[src/rtl/btb_pkg.sv]
// Shared constants, entry layout and sizing helpers for the branch target buffer.
package btb_pkg;

    localparam int unsigned BTB_ADDR_W = 32;
    localparam int unsigned BTB_CNT_W  = 2;

    // Entry layout for the default build widths.
    typedef struct packed {
        logic                  valid;
        logic [BTB_ADDR_W-1:0] tag;
        logic [BTB_ADDR_W-1:0] target;
        logic [BTB_CNT_W-1:0]  cnt;
    } btb_entry_t;

    function automatic int unsigned cntMax(input int unsigned w);
        return (32'd1 << w) - 32'd1;
    endfunction

    function automatic int unsigned cntWeakTaken(input int unsigned w);
        return 32'd1 << (w - 32'd1);
    endfunction

    function automatic int unsigned cntZero(input int unsigned w);
        return 32'd0 & w;
    endfunction

    function automatic int unsigned ptrWidth(input int unsigned entries);
        return $clog2(entries);
    endfunction

endpackage

[src/rtl/btb_sat_counter.sv]
// Next-state logic for one saturating direction counter; jumps force it to the maximum.
module btb_sat_counter
    import btb_pkg::*;
#(
    parameter int unsigned CNT_W = 2
) (
    input  logic [CNT_W-1:0] cnt,
    input  logic             taken,
    input  logic             isJump,
    output logic [CNT_W-1:0] cntNext
);

    localparam logic [CNT_W-1:0] CNT_MAX  = CNT_W'(cntMax(CNT_W));
    localparam logic [CNT_W-1:0] CNT_ZERO = CNT_W'(cntZero(CNT_W));

    always_comb begin
        cntNext = cnt;
        if (isJump) begin
            cntNext = CNT_MAX;
        end else if (taken) begin
            if (cnt != CNT_MAX) cntNext = cnt + 1'b1;
        end else begin
            if (cnt != CNT_ZERO) cntNext = cnt - 1'b1;
        end
    end

endmodule

[src/rtl/branch_target_buffer.sv]
// Fully associative branch target buffer: combinational lookup, trained from resolved
// branches, allocating on taken misses with round-robin replacement once full.
module branch_target_buffer
    import btb_pkg::*;
#(
    parameter int unsigned ENTRIES = 8,
    parameter int unsigned ADDR_W  = BTB_ADDR_W,
    parameter int unsigned CNT_W   = BTB_CNT_W
) (
    input  logic              Clk,
    input  logic              Reset_n,
    input  logic [ADDR_W-1:0] PC,
    output logic              PredHit,
    output logic              PredTaken,
    output logic [ADDR_W-1:0] PredTarget,
    input  logic              UpdValid,
    input  logic [ADDR_W-1:0] UpdPC,
    input  logic [ADDR_W-1:0] UpdTarget,
    input  logic              UpdTaken,
    input  logic              UpdIsJump,
    input  logic              Flush
);

    localparam int unsigned      PTR_W          = ptrWidth(ENTRIES);
    localparam logic [CNT_W-1:0] CNT_MAX        = CNT_W'(cntMax(CNT_W));
    localparam logic [CNT_W-1:0] CNT_WEAK_TAKEN = CNT_W'(cntWeakTaken(CNT_W));

    logic              valid  [ENTRIES];
    logic [ADDR_W-1:0] tag    [ENTRIES];
    logic [ADDR_W-1:0] target [ENTRIES];
    logic [CNT_W-1:0]  cnt    [ENTRIES];
    logic [PTR_W-1:0]  victimPtr;

    logic             lookHit;
    logic [PTR_W-1:0] lookIdx;
    logic             updHit;
    logic [PTR_W-1:0] updIdx;
    logic             freeFound;
    logic [PTR_W-1:0] freeIdx;
    logic [PTR_W-1:0] allocIdx;
    logic [CNT_W-1:0] hitCntNext;

    // Scan high-to-low so the lowest matching index is the one left standing.
    always_comb begin
        lookHit   = 1'b0;
        lookIdx   = '0;
        updHit    = 1'b0;
        updIdx    = '0;
        freeFound = 1'b0;
        freeIdx   = '0;
        for (int i = ENTRIES - 1; i >= 0; i--) begin
            if (valid[i] && tag[i] == PC) begin
                lookHit = 1'b1;
                lookIdx = PTR_W'(i);
            end
            if (valid[i] && tag[i] == UpdPC) begin
                updHit = 1'b1;
                updIdx = PTR_W'(i);
            end
            if (!valid[i]) begin
                freeFound = 1'b1;
                freeIdx   = PTR_W'(i);
            end
        end
        allocIdx = freeFound ? freeIdx : victimPtr;
    end

    always_comb begin
        PredHit    = lookHit;
        PredTaken  = lookHit && cnt[lookIdx][CNT_W-1];
        PredTarget = lookHit ? target[lookIdx] : '0;
    end

    btb_sat_counter #(
        .CNT_W(CNT_W)
    ) uSatCounter (
        .cnt    (cnt[updIdx]),
        .taken  (UpdTaken),
        .isJump (UpdIsJump),
        .cntNext(hitCntNext)
    );

    always_ff @(posedge Clk or negedge Reset_n) begin
        if (!Reset_n) begin
            for (int i = 0; i < ENTRIES; i++) begin
                valid[i]  <= 1'b0;
                tag[i]    <= '0;
                target[i] <= '0;
                cnt[i]    <= '0;
            end
            victimPtr <= '0;
        end else if (Flush) begin
            for (int i = 0; i < ENTRIES; i++) valid[i] <= 1'b0;
            victimPtr <= '0;
        end else if (UpdValid) begin
            if (updHit) begin
                target[updIdx] <= UpdTarget;
                cnt[updIdx]    <= hitCntNext;
            end else if (UpdTaken) begin
                valid[allocIdx]  <= 1'b1;
                tag[allocIdx]    <= UpdPC;
                target[allocIdx] <= UpdTarget;
                cnt[allocIdx]    <= UpdIsJump ? CNT_MAX : CNT_WEAK_TAKEN;
                if (!freeFound) victimPtr <= victimPtr + 1'b1;
            end
        end
    end

endmodule
[config.mk]
export PLATFORM = sky130hd
export DESIGN_NAME = branch_target_buffer
export DESIGN_NICKNAME = d
export VERILOG_FILES = /design/src/rtl/btb_pkg.sv /design/src/rtl/btb_sat_counter.sv /design/src/rtl/branch_target_buffer.sv
export SDC_FILE = /design/constraint.sdc
export NUM_CORES = 1
export LEC_CHECK = 0
export CORE_MARGIN = 2
export CORE_UTILIZATION = 46
export CTS_BUF_LIST = sky130_fd_sc_hd__clkbuf_4
export CTS_CLUSTER_SIZE = 20
export DETAILED_ROUTE_END_ITERATION = 7
export PLACE_DENSITY = 0.66
export SLEW_MARGIN = 25
export SYNTH_ARGS = -nofsm -noshare
export SYNTH_HDL_FRONTEND = slang
export SYNTH_SLANG_ARGS = --single-unit
[constraint.sdc]
create_clock -name Clk -period 6.2 [get_ports Clk]
set_clock_uncertainty 0.2 [all_clocks]
set_input_delay 1.24 -clock Clk [delete_from_list [all_inputs] [get_ports Clk]]
set_output_delay 1.24 -clock Clk [all_outputs]
set_load 0.02 [all_outputs]
# Word level (Yosys, flattened, before mapping)
# Index checks and enable logic that the tools add are counted.
[word_totals]
inputBits = 102
wordCells = 185
output_inout_bits = 34
reg_bits = 539
[op_classes]
bitwise_logic = 6
reduce_logical = 27
n_addsub = 3
order_cmp = 5
eq_ne = 19
n_mux = 92
[ops]
columns = ["cell", "n"]
rows = [
  ["256-bit bitwise mux", 3],
  ["32-bit == test", 16],
  ["256-bit two-way mux", 2],
  ["32-bit demux with 3-bit select", 2],
  ["32-bit two-way mux", 5],
  ["32-bit binary-select mux with 3-bit select", 1],
  ["3-bit two-way mux", 30],
  ["16-bit bitwise mux", 2],
  ["16-bit two-way mux", 2],
  ["8-bit two-way mux", 4],
  ["1-bit two-way mux", 26],
  ["2-bit two-way mux", 10],
  ["1-bit logical AND", 19],
  ["2-bit binary-select mux with 3-bit select", 2],
  ["2-bit demux with 3-bit select", 2],
  ["4-bit >= comparator, second input constant", 3],
  ["3-bit NOT with 4-bit output", 3],
  ["4-bit by 1-bit less-than comparator with 1-bit output, second input constant", 2],
  ["8-bit bitwise OR", 1],
  ["4-bit AND reduction", 2],
  ["2-bit nonzero test", 4],
  ["2-bit != test, second input constant", 3],
  ["3-bit AND reduction", 2],
  ["3-bit by 1-bit adder with 3-bit output, second input constant", 1],
  ["other kinds (4)", 5],
]

# Logic depth before layout (Yosys ltp)
[depth]
word_depth = 20
mapped_depth = 15
mapped_depth_nobuf = 10

# Hierarchy
# A second synthesis with hierarchy kept.
[hier_totals]
hier_cells = 2536
hier_area_um2 = 29668.5
[modules_own_cells]
columns = ["module", "instances", "cells_each", "seq_area_each_um2", "area_each_um2"]
rows = [
  ["branch_target_buffer", 1, 2529, 13487.9, 29632.2],
  ["btb_sat_counter", 1, 7, 0.0, 36.3],
]

# Worst setup path before layout
# OpenSTA, ideal clock, no wires.
[synth_path]
path_kind = "in2out"
start = "input port PC[11]"
end = "output port PredTarget[10]"
path_stages = 12
slack_ps = 364
path_buffers = 2
required_time_ps = 4760
arrival_ps = 4396
path_cell_list = "clkbuf_1 > xor2_1 > or4_1 > or4_1 > or4_1 > o21ai_1 > nand2_1 > a21bo_1 > a21oi_2 > buf_2 > mux2_2 > o2bb2ai_1"
[synth_between]
elab_chain_cells = 15
elab_cells_between_ends = 37
classes_between = "eq/ne: 8; mux: 20; bitwise: 1; reduce/logical: 8"
[synth_lines]
columns = ["item", "line_no", "rtl"]
rows = [
  ["start: declaration", "branch_target_buffer.sv:12", "input logic [ADDR_W-1:0] PC,"],
  ["32-bit == test", "branch_target_buffer.sv:52", "if (valid[i] && tag[i] == PC) begin"],
  ["1-bit logical AND", "branch_target_buffer.sv:52", ""],
  ["3-bit two-way mux (8 in a row)", "branch_target_buffer.sv:52", ""],
  ["3-bit NOT with 4-bit output (not written as such)", "branch_target_buffer.sv:71", "PredTarget = lookHit ? target[lookIdx] : '0;"],
  ["32-bit binary-select mux with 3-bit select", "branch_target_buffer.sv:71", ""],
  ["32-bit two-way mux (not written as such) (2 in a row)", "branch_target_buffer.sv:71", ""],
  ["32-bit two-way mux *", "branch_target_buffer.sv:71", ""],
  ["end: declaration", "branch_target_buffer.sv:15", "output logic [ADDR_W-1:0] PredTarget,"],
]
# Every way passes the cells marked *; elsewhere a longest branch is shown, timed or not. The select of a mux whose other input is x is not followed.

# Final worst setup path
[layout_path]
start = "input port PC[22]"
end = "output port PredTarget[15]"
# Same word-level chain as after synthesis.

==> flow_metrics.env <==
export IMPL_worstMarginPinSlew_ps=935
export IMPL_clock_path_buffers=3
export IMPL_p_per_area_mw_per_mm2=227
export IMPL_antenna_found_initial=5
export IMPL_h_tree_depth=4
export IMPL_place_gp_congestion=0.979
export IMPL_cts_buffers=156
export IMPL_ys_seq_elements=539
export IMPL_postRouteWirelength_um=118000
export IMPL_hpwlAfterDp_um=80900
export IMPL_worst_slack_ps=-154
export IMPL_core_area_mm2=0.0669
export IMPL_num_vias=24500
export IMPL_synth_area_top_cells="dfrtp_1 (44%), mux2_2 (15%), xor2_1 (11%)"
export IMPL_start_util_pct=46.3
export IMPL_critPathLaunchType="input port"
export IMPL_areaGrowthSynthToFinish_pct=29.7
export IMPL_cts_tree="built"
export IMPL_synth_main_ff_cell="dfrtp_1"
export IMPL_synth_area_mm2=0.0310
export IMPL_fin_total_pwr_mw=9.14
export IMPL_hold_class="register to register"
export IMPL_grt_pass1_wl_um=168000
export IMPL_maxSlewViolCount=0
export IMPL_end_kind="output port"
export IMPL_synth_top_area_share_pct=43.5
export IMPL_via_per_inst=5.88
export IMPL_chipWidth_um=264
export IMPL_synth_area_per_cell_um2=11.8
export IMPL_cp_common_cell="buf_4"
export IMPL_yosysMostFrequentCell="dfrtp_1"
export IMPL_clock_power_share_pct=36.6
export IMPL_sw_frac_of_total_pct=31.1
export IMPL_synth_edf_count=0
export IMPL_synth_warnings=0
export IMPL_wire_per_inst_um=28.3
export IMPL_yosys_area_top_type="dfrtp_1"
export IMPL_hold_viol_final=0
export IMPL_slew_limit_headroom_pct=37.7
export IMPL_io_buffers=135
export IMPL_drt_initial_drc_count=1977
export IMPL_drive_gt1_share_pct=39.7
export IMPL_postRouteAntennaNets=0
export IMPL_p_comb_share_pct=19.5
export IMPL_rows=95
export IMPL_die_area_mm2=0.0695
export IMPL_async_flop_share_pct=100
export IMPL_power_leakage_nw=18.5
export IMPL_final_nets=3287
export IMPL_placed_cell_area_mm2=0.0361
export IMPL_numPlacedInstances=3836
export IMPL_cpPeakStageDelay_ps=390
export IMPL_crit_arrival_ps=4910
export IMPL_cts_clk_slew_worst_paths_ps=70
export IMPL_pwr_share_seq_pct=44.0
export IMPL_synthCells=2630
export IMPL_report_final_setup_viol=13
export IMPL_max_cap_violations=0
export IMPL_finalInstanceArea_mm2=0.0402
export IMPL_track_usage_pct=33.2
export IMPL_status="finished with violations"
export IMPL_clkLatencyLatePin_ps=1060
export IMPL_fin_crit_sh_pct=102
export IMPL_path_class="input port to output port"
export IMPL_clock_sinks=539
export IMPL_rsz0062_at_grt="yes"
export IMPL_first_global_vias=25300
export IMPL_grt_max_degree=177
export IMPL_mappedNetlistNets=2733
export IMPL_synthTopCellsByCount="dfrtp_1 (539), mux2_2 (426), xor2_1 (377)"
export IMPL_firstDrtPassIters=5
export IMPL_cp_max_fo=7
export IMPL_path_cells="clkdlybuf4s15_1 -> buf_4 -> xor2_1 -> nor4_2 -> nand4b_1 -> nor4_4 -> buf_4 -> o211ai_1 -> a31oi_4 -> buf_12 -> buf_16 -> buf_16 -> buf_4 -> mux2i_1 -> mux2i_2 -> o2bb2ai_4 -> buf_6"
export IMPL_final_instance_count_excl_fill=4170
export IMPL_clock_root_buffer="clkbuf_4"
export IMPL_gr_total_overflow=0
export IMPL_post_route_util_pct=60.1
export IMPL_ios=136
export IMPL_intPower_mw=6.30
export IMPL_ir_worst_vdd_mv=0.151
export IMPL_p_sw_mw=2.84
export IMPL_ys_seq_area_share_pct=43.5
export IMPL_layout_min_cycle_time_ps=6350
export IMPL_fmax_ghz=0.157
export IMPL_crit_slowest_cell="clkdlybuf4s15_1"
export IMPL_violations="setup timing"
export IMPL_drc=0
export IMPL_die_y_um=264
export IMPL_worst_ep_required_time_ps=4760
export IMPL_synth_distinct_cells=79
==> worst max-delay path: cells and delay by family <==
kind | cells | cell delay [ps]
AOI/OAI and AO/OA | 3 | 500
xor gates and xnor gates | 1 | 180
buffers and inverters | 8 | 1620
muxes | 2 | 500
and+or+nand+nor | 3 | 830
==> stage by stage <==
| stage | setup WS [ps] | hold WS (ps) | setup TNS (ps) |
|---|---|---|---|
| 4_1_cts | -39.4 | 103 | -247 |
| 5_1_grt | -210 | 297 | -2150 |
| 3_3_place_gp | -901 | 266 | -27610 |
| 2_1_floorplan | 364 | 257 | 0 |
| 3_5_place_dp | -906 | 274 | -27430 |
| 6_report | -154 | 286 | -400 |
==> state kept, by name, indices dropped and copies added (netlist names) <==
register,flops
tag,256
target,256
cnt,16
valid,8
victimPtr,3
==> metal layers <==
layer	track usage, %	up-vias	part of all wire (%)
met2	54.2	1019	48
met3	5.76	227	6.5
met5	0	-	0.020
met4	15.2	4	3.8
met1	43.1	12600	42
li1	-	10700	-
==> kinds of logic (layout without fill, tap and decap cells) <==
| family | Yosys count | in the layout | share of synthesized area [%] |
|---|---|---|---|
| AOI/OAI and AO/OA | 140 | 140 | 3.54 |
| adders and majority gates | 3 | 3 | 0.113 |
| other | 0 | 6 | 0 |
| and+or+nand+nor | 536 | 536 | 10.0 |
| muxes | 699 | 699 | 24.8 |
| DFF | 539 | 539 | 43.5 |
| xor gates and xnor gates | 510 | 510 | 14.4 |
| buffers and inverters | 203 | 864 | 3.58 |
==> cells in the final DEF (no fill, tap or decap), types with 59 or more instances in the layout <==
master and instances:
nor4_1 148, mux2_1 99, mux2_2 405, clkdlybuf4s50_1 77
xor2_1 371, nand2_1 82, buf_6 59, buf_4 322
xnor2_1 121, dfrtp_1 538, buf_12 69, mux2i_1 118
clkbuf_4 223
==> power by group through the flow <==
stage               registers (mW)  clock network (mW)  logic, mW
finish                        4.02                3.34       1.78
global route                  4.04                3.61       1.88
CTS                           4.00                3.41       1.68
detailed placement            4.05                   0       1.62
global placement              4.04                   0       1.60
floorplan                     3.99                   0      0.857
==> timing repair <==
action / in CTS / in global routing
setup buffers: 32 / 21
endpoints found under the hold margin: 0 / 36
setup endpoints to repair: 34 / 33
resized for setup: 356 / 138
hold buffers: 0 / 1
cloned: 11 / 3
pin swaps: 29 / 23
==> cell type report <==
cell class                      count  area, µm²
Tap cell                          873       1090
Antenna cell                        6       15.0
Inverter                           21       78.8
Clock inverter                     42        240
Sequential cell                   539      13500
Timing Repair Buffer              578       6040
Fill cell                        5546      26700
Clock buffer                      223       1670
Multi-Input combinational cell   1888      17600
==> final timing paths <==
check,from,end,slack [ps],depth (start not counted)
hold / removal,target[93],target[93],290,1
setup reg to reg,tag[127],target[247],2150,12
hold reg to reg,target[93],target[93],290,1
setup / recovery,PC[22],PredTarget[15],-150,17
min in group asynchronous,Reset_n,target[29],520,2
max in group asynchronous,Reset_n,tag[228],3880,4
No activity file was read; power rests on OpenSTA's default activity.
